## config.mk

```make
export PLATFORM = sky130hd
export DESIGN_NAME = cover_example_stimulus_gen
export DESIGN_NICKNAME = d
export VERILOG_FILES = /design/src/rtl/cover_example_stimulus_gen.sv
export SDC_FILE = /design/constraint.sdc
export NUM_CORES = 1
export LEC_CHECK = 0
export CAP_MARGIN = 10
export CORE_MARGIN = 1.5
export CORE_UTILIZATION = 53
export CTS_BUF_LIST = sky130_fd_sc_hd__clkbuf_8 sky130_fd_sc_hd__clkbuf_16
export DETAILED_ROUTE_END_ITERATION = 16
export GPL_TIMING_DRIVEN = 0
export PLACE_DENSITY = 0.82
export SYNTH_ARGS = -nofsm -noshare
export SYNTH_HDL_FRONTEND = slang
export SYNTH_SLANG_ARGS = --single-unit
export TNS_END_PERCENT = 50
```

## constraint.sdc

```tcl
create_clock -name clk -period 1.9 [get_ports clk]
set_input_delay 0.285 -clock clk [delete_from_list [all_inputs] [get_ports clk]]
set_output_delay 0.285 -clock clk [all_outputs]
set_load 0.02 [all_outputs]
```

## src/rtl/cover_example_stimulus_gen.sv

```systemverilog
// Stimulus generator for the a-then-b cover checker. Each accepted start request drives
// one 'a' pulse, waits a programmable number of idle cycles, drives one 'b' pulse, then
// checks the checker's assertion_active feedback after each pulse.
module cover_example_stimulus_gen #(
   parameter int unsigned GAP_W = 8,
   parameter int unsigned CNT_W = 16
) (
   input  logic             clk,
   input  logic             rst_n,
   input  logic             start,
   input  logic [GAP_W-1:0] gap_cycles,
   input  logic             abort,
   input  logic             clr_err,
   input  logic             chk_active,
   output logic             a,
   output logic             b,
   output logic             busy,
   output logic             done,
   output logic             err_s1,
   output logic             err_s2,
   output logic [CNT_W-1:0] seq_count
);

   typedef enum logic [2:0] {
      StIdle   = 3'd0,
      StDriveA = 3'd1,
      StGap    = 3'd2,
      StDriveB = 3'd3,
      StCheck  = 3'd4
   } state_e;

   state_e           state_q, state_d;
   logic [GAP_W-1:0] gap_q, gap_d;
   logic [GAP_W-1:0] gap_cnt_q, gap_cnt_d;
   logic [CNT_W-1:0] seq_count_q, seq_count_d;
   logic             err_s1_q, err_s1_d;
   logic             err_s2_q, err_s2_d;
   logic             run_err_q, run_err_d;

   logic             s1_sample;
   logic             s1_fail;
   logic             s2_fail;

   // State and datapath registers, synchronous active-low reset.
   always_ff @(posedge clk) begin
      if (!rst_n) begin
         state_q     <= StIdle;
         gap_q       <= '0;
         gap_cnt_q   <= '0;
         seq_count_q <= '0;
         err_s1_q    <= 1'b0;
         err_s2_q    <= 1'b0;
         run_err_q   <= 1'b0;
      end else begin
         state_q     <= state_d;
         gap_q       <= gap_d;
         gap_cnt_q   <= gap_cnt_d;
         seq_count_q <= seq_count_d;
         err_s1_q    <= err_s1_d;
         err_s2_q    <= err_s2_d;
         run_err_q   <= run_err_d;
      end
   end

   // Next-state logic: sequencing, feedback sampling, error flags and completion count.
   always_comb begin
      state_d     = state_q;
      gap_d       = gap_q;
      gap_cnt_d   = gap_cnt_q;
      seq_count_d = seq_count_q;
      err_s1_d    = err_s1_q;
      err_s2_d    = err_s2_q;
      run_err_d   = run_err_q;

      // The cycle after the a pulse is the first GAP cycle, or DRIVE_B when there is no gap.
      s1_sample = ((state_q == StGap) && (gap_cnt_q == GAP_W'(1))) ||
                  ((state_q == StDriveB) && (gap_q == '0));
      s1_fail   = s1_sample && !chk_active;
      s2_fail   = (state_q == StCheck) && !chk_active;

      unique case (state_q)
         StIdle: begin
            if (start) begin
               gap_d     = gap_cycles;
               run_err_d = 1'b0;
               state_d   = StDriveA;
            end
         end
         StDriveA: begin
            if (gap_q == '0) begin
               state_d = StDriveB;
            end else begin
               gap_cnt_d = GAP_W'(1);
               state_d   = StGap;
            end
         end
         StGap: begin
            if (gap_cnt_q == gap_q) begin
               state_d = StDriveB;
            end else begin
               gap_cnt_d = gap_cnt_q + GAP_W'(1);
            end
         end
         StDriveB: begin
            state_d = StCheck;
         end
         StCheck: begin
            state_d = StIdle;
            if (!run_err_q && chk_active && (seq_count_q != '1)) begin
               seq_count_d = seq_count_q + CNT_W'(1);
            end
         end
         default: begin
            state_d = StIdle;
         end
      endcase

      // Abort beats every transition and suppresses the count of an in-flight CHECK.
      if (abort && (state_q != StIdle)) begin
         state_d     = StIdle;
         seq_count_d = seq_count_q;
      end

      // Clear first so a same-cycle error set takes precedence.
      if (clr_err) begin
         err_s1_d = 1'b0;
         err_s2_d = 1'b0;
      end
      if (s1_fail) begin
         err_s1_d  = 1'b1;
         run_err_d = 1'b1;
      end
      if (s2_fail) begin
         err_s2_d  = 1'b1;
         run_err_d = 1'b1;
      end
   end

   // Moore output decode of the state register.
   always_comb begin
      a         = (state_q == StDriveA);
      b         = (state_q == StDriveB);
      busy      = (state_q != StIdle);
      done      = (state_q == StCheck);
      err_s1    = err_s1_q;
      err_s2    = err_s2_q;
      seq_count = seq_count_q;
   end

endmodule

```

# Yosys cells after proc, flatten, opt, wreduce, memory -nomap -nowiden
# Cells that the tools add are included.
[classes]
n_mux = 14
bitwise_logic = 2
n_reduce_logical = 24
n_addsub = 2
n_eq_ne = 11
[ops]
columns = ["operator", "count"]
rows = [
  ["16-bit by 1-bit adder with 16-bit output (second input constant)", 1],
  ["8-bit two-way mux", 2],
  ["16-bit inequality test (second input constant)", 1],
  ["8-bit one-hot mux with 2 select lines", 1],
  ["3-bit one-hot mux with 4 select lines", 1],
  ["3-bit nonzero test", 3],
  ["8-bit by 1-bit adder with 8-bit output (second input constant)", 1],
  ["8-bit by 1-bit equality test with 1-bit output (second input constant)", 1],
  ["8-bit equality test", 1],
  ["8-bit zero test", 1],
  ["1-bit two-way mux", 8],
  ["1-bit logical AND", 7],
  ["3-bit by 2-bit equality test with 1-bit output (second input constant)", 2],
  ["3-bit two-way mux", 2],
  ["2-bit inequality test (second input constant)", 3],
  ["2-bit AND reduction", 3],
  ["3-bit AND reduction", 2],
  ["2-bit nonzero test", 3],
  ["3-bit by 1-bit equality test with 1-bit output (second input constant)", 1],
  ["3-bit equality test (second input constant)", 1],
  ["3-bit zero test", 1],
  ["1-bit zero test", 2],
  ["2-bit by 1-bit inequality test with 1-bit output (second input constant)", 1],
  ["1-bit NOT", 2],
  ["other kinds (2)", 2],
]
[totals]
output_inout_bits = 22
wordCells = 60
inputBits = 14
reg_bits = 38

# Longest topological paths before layout
[depth]
depth_word = 6
depth_mapped = 9
mapped_depth_nobuf = 7

# Least setup slack after synthesis
# OpenSTA, ideal clock, no wires.
[synth_path]
kind = "flip-flop to flip-flop"
from = "register state_q[0]"
to = "register gap_cnt_q[4]"
required_time_ns = 1.780
slack_ns = -0.025
synth_period_minus_slack_ns = 1.925
stages_incl_launch_ff = 6
setup_time_ns = 0.120
n_path_buf = 1
arrival_ns = 1.806
cell_sequence = "dfxtp_1 > buf_2 > nor3b_1 > a21boi_1 > nor3b_2 > a211o_1"
[synth_via]
elab_chain_len = 3
elab_cells_between_ends = 7
cone_classes = "4 x eq/ne; 1 x mux; 2 x reduce/logical"
[synth_lines]
columns = ["element", "line_no", "source"]
rows = [
  ["start: declaration", "32", "state_e state_q, state_d;"],
  ["start signal: assignment", "47", "state_q <= StIdle;"],
  ["start signal: assignment", "55", "state_q <= state_d;"],
  ["3-bit by 1-bit equality test with 1-bit output (*)", "n/a", ""],
  ["via a", "15", "output logic a,"],
  ["2-bit inequality test (no source line) or 2-bit nonzero test (tied branches)", "n/a", ""],
  ["3-bit AND reduction (no source line)", "n/a", ""],
  ["end signal: assignment", "57", "gap_cnt_q <= gap_cnt_d;"],
  ["end: declaration", "34", "logic [GAP_W-1:0] gap_cnt_q, gap_cnt_d;"],
]
# Mark *: on every way through the listed nets, which the timed path passes. The rest lies on a longest branch.
# A chain may end at the register's enable or synchronous reset.

# Worst setup path in the final report
[layout_path]
from = "register gap_cnt_q[6]"
to = "register gap_cnt_q[0]"
[layout_via]
elab_chain_len = 3
[layout_lines]
columns = ["element", "line_no", "source"]
rows = [
  ["8-bit equality test", "98", "if (gap_cnt_q == gap_q) begin"],
  ["2-bit inequality test (no source line)", "n/a", ""],
  ["3-bit AND reduction (no source line)", "n/a", ""],
]
# Every way passes these cells.

==> results.json <==
{
  "status": "finished, final reports clean",
  "critPathMaxStageDelay_ns": 0.46,
  "finalSetupTns_ns": 0,
  "async_reset_ff_share_pct": 0,
  "dp_hpwl_um": 3370,
  "cts_tree": "yes",
  "setup_viol": 0,
  "wl_per_cell_um": 13.9,
  "slowest_stage": "dfxtp_1",
  "clock_skew_ns": 0.00174,
  "htree_levels": 2,
  "post-route-period-util_pct": 94.4,
  "synth_edf_count": 0,
  "first_global_vias": 1707,
  "synthFlopType": "dfxtp_1",
  "seq_area_frac_synth_pct": 35.9,
  "drtAntennaViolNets": 0,
  "first_pass_iters": 4,
  "grt_use_total_pct": 23.0,
  "critPathRequiredTime_ns": 2.10,
  "stdcell_area_mm2": 0.00268,
  "crit_path_end_kind": "flop",
  "hold_violations": 0,
  "place.gp.congestion": 0.825,
  "p_sw_mw": 0.479,
  "finalPower_mw": 1.70,
  "rsz0062_at_grt": "yes",
  "ys_ff_latch": 38,
  "clkPwrFrac_pct": 34.2,
  "routed_wl_um": 4630,
  "initial_core_util_pct": 56.7,
  "drive_gt1_share_pct": 14.0,
  "pin_count": 36,
  "nets": 302,
  "n_antenna_cell": 0,
  "grt_antenna_before_repair": 0,
  "period_needed_ns": 1.79,
  "num_rows": 22,
  "clock_latency_ns": 0.30,
  "synthSimpleGateAreaFrac_pct": 36.6,
  "drc": 0,
  "avgViaCountPerCell": 5.56,
  "netlist_area_mm2": 0.00212,
  "ys.warnings.count": 0,
  "worst-path-max-fanout": 10,
  "synth_top_area_share_pct": 35.9,
  "synth_nets": 260,
  "ys_types": 51,
  "power_frac_seq_pct": 49.5,
  "clkTransAtPathRegs_ns": 0.07,
  "worstSetupStartpointType": "flop",
  "ir_worst_vdd_mv": 0.526,
  "syn-instance-count": 243,
  "ctsRootBufferMaster": "clkbuf_8",
  "die_area_mm2": 0.00439,
  "crit_family": "simple AND/OR/NAND/NOR gates",
  "synth_compound_area_share_pct": 10.9,
  "synth_top_family_by_area": "simple AND/OR/NAND/NOR gates",
  "regArea_um2": 761,
  "crit_type": "flop to flop",
  "synthMostInstantiatedCell": "dfxtp_1",
  "synthMuxAreaShare_pct": 0.472,
  "p_leak_nw": 1.13,
  "grt_max_degree": 12,
  "syn_avg_cell_area_um2": 8.73,
  "clockBufferDepth": 2,
  "grt_pass1_wl_um": 7720,
  "die_h_um": 66.3,
  "max_slew.worst_pin.slew_ns": 0.440,
  "hold_buffers": 0,
  "hp-class": "primary input to flop",
  "area_growth_pct": 26.3,
  "cp.arrival_ns": 1.99,
  "slew_viol_final": 0,
  "drt-initial-drc-count": 109,
  "cts_sinks": 38,
  "die_w_um": 66.3,
  "pwr-share-comb_pct": 16.2,
  "synthAdderAreaFrac_pct": 1.77,
  "synth_top_area_cell": "dfxtp_1",
  "fmax_mhz": 558,
  "vias": 1856,
  "cp_cell_sequence": "xor2_1 > nor4_4 > nand2_4 > or3_1 > and3_1",
  "fillers": 318,
  "grt_overflow": 0,
  "r2r_slack_ns": 0.11,
  "post_dp_cell_area_mm2": 0.00253,
  "synthTopCellsByArea": "dfxtp_1 36%, xor2_1 8.7%, nand2_1 6.0%",
  "p_per_area_mw_per_mm2": 636,
  "synth_commonest_cells": "38 x dfxtp_1, 34 x nand2_1, 21 x xor2_1",
  "switching_share_pct": 28.1,
  "synth-xor-area-share_pct": 10.3,
  "relSlewSlack_pct": 70.4,
  "cts_buffers": 5,
  "max-cap-violations": 0,
  "port_buffers": 34,
  "critical_path_buf_inv_count": 0,
  "intPower_mw": 1.22,
  "coreArea_mm2": 0.00374,
  "multi_input_area_mm2": 0.00134
}
==> registers in the layout (all words and copies together), names as in the netlist <==
name,flops
err_s1,1
err_s2,1
gap_cnt_q,8
gap_q,8
run_err_q,1
seq_count,16
state_q,3
==> path summary, 6_finish.rpt <==
check                                  start            to  depth (start not counted)
worst max-delay path            gap_cnt_q[6]  gap_cnt_q[0]                          5
worst min-delay path                   rst_n    state_q[0]                          3
worst max register to register  gap_cnt_q[6]  gap_cnt_q[0]                          5
worst min register to register      gap_q[2]      gap_q[2]                          2
==> metrics by stage <==
stage | cells | worst slack (ns) | hold WS (ns) | utilization (%)
after detailed placement | 325 | -0.381 | 0.479 | 67.5
after global placement | 325 | -0.332 | 0.476 | 67.5
after global routing | 334 | -0.00141 | 0.417 | 71.5
after floorplan | 243 | 0.113 | 0.363 | -
after CTS | 333 | 0.00700 | 0.381 | 70.1
final | 334 | 0.107 | 0.380 | 71.5
==> layout by cell type, fill, tap and decap left out, types with 6 or more instances in the layout <==
cell,n
xor2_1,21
clkbuf_8,6
dfxtp_1,38
nand2_1,34
clkdlybuf4s50_1,30
nor3_1,8
nor4_2,6
nor2_1,10
nand3_1,8
nand4_1,7
and2_1,19
a21boi_1,9
==> layout make-up <==
| class | instances | area share [%] |
|---|---|---|
| Multi-Input combinational cell | 189 | 49.9 |
| Sequential cell | 38 | 28.4 |
| Timing Repair Buffer | 35 | 12.9 |
| Clock buffer | 6 | 3.08 |
| Buffer | 11 | 2.52 |
| Tap cell | 48 | 2.24 |
| Inverter | 5 | 0.701 |
| Clock inverter | 2 | 0.327 |
==> worst register-to-register path: cells and delay by family, from the launching register on <==
kind | cells | cell delay [ns]
xor gates and xnor gates | 1 | 0.15
and+or+nand+nor | 4 | 1.09
DFF | 1 | 0.46
==> kinds of logic (layout without fill, tap and decap cells) <==
group                    Yosys count  in the layout
AO/OA/AOI/OAI                     32             32
XOR/XNOR                          24             24
adder cells (fa/ha/maj)            3              3
buffers and inverters             16             59
flip-flops                        38             38
multiplexers                       1              1
AND/OR/NAND/NOR                  129            129
==> layer usage <==
metal  part of all wire [%]  global-route usage [%]  vias up  wire (um)
li1                       -                       -      937          -
met1                     46                    28.7      873       2130
met2                     48                    38.6       39       2240
met3                    4.5                    4.60        7        207
met4                    1.2                    9.44        0         57
met5                      0                       0        -          0
==> timing repair <==
action,4_1_cts,5_1_grt
endpoints found under the setup margin,5,16
pin swaps,0,1
resized for setup,6,9
buffers inserted,0,1
endpoints found under the hold margin,0,0
==> power by group through the flow <==
stage / clock network [mW] / registers [mW] / logic (mW)
after floorplan: 0 / 0.856 / 0.196
after global placement: 0 / 0.861 / 0.272
after detailed placement: 0 / 0.862 / 0.277
after CTS: 0.586 / 0.843 / 0.275
after global routing: 0.636 / 0.848 / 0.305
final: 0.583 / 0.844 / 0.277
(Power assumes the default switching activity.)
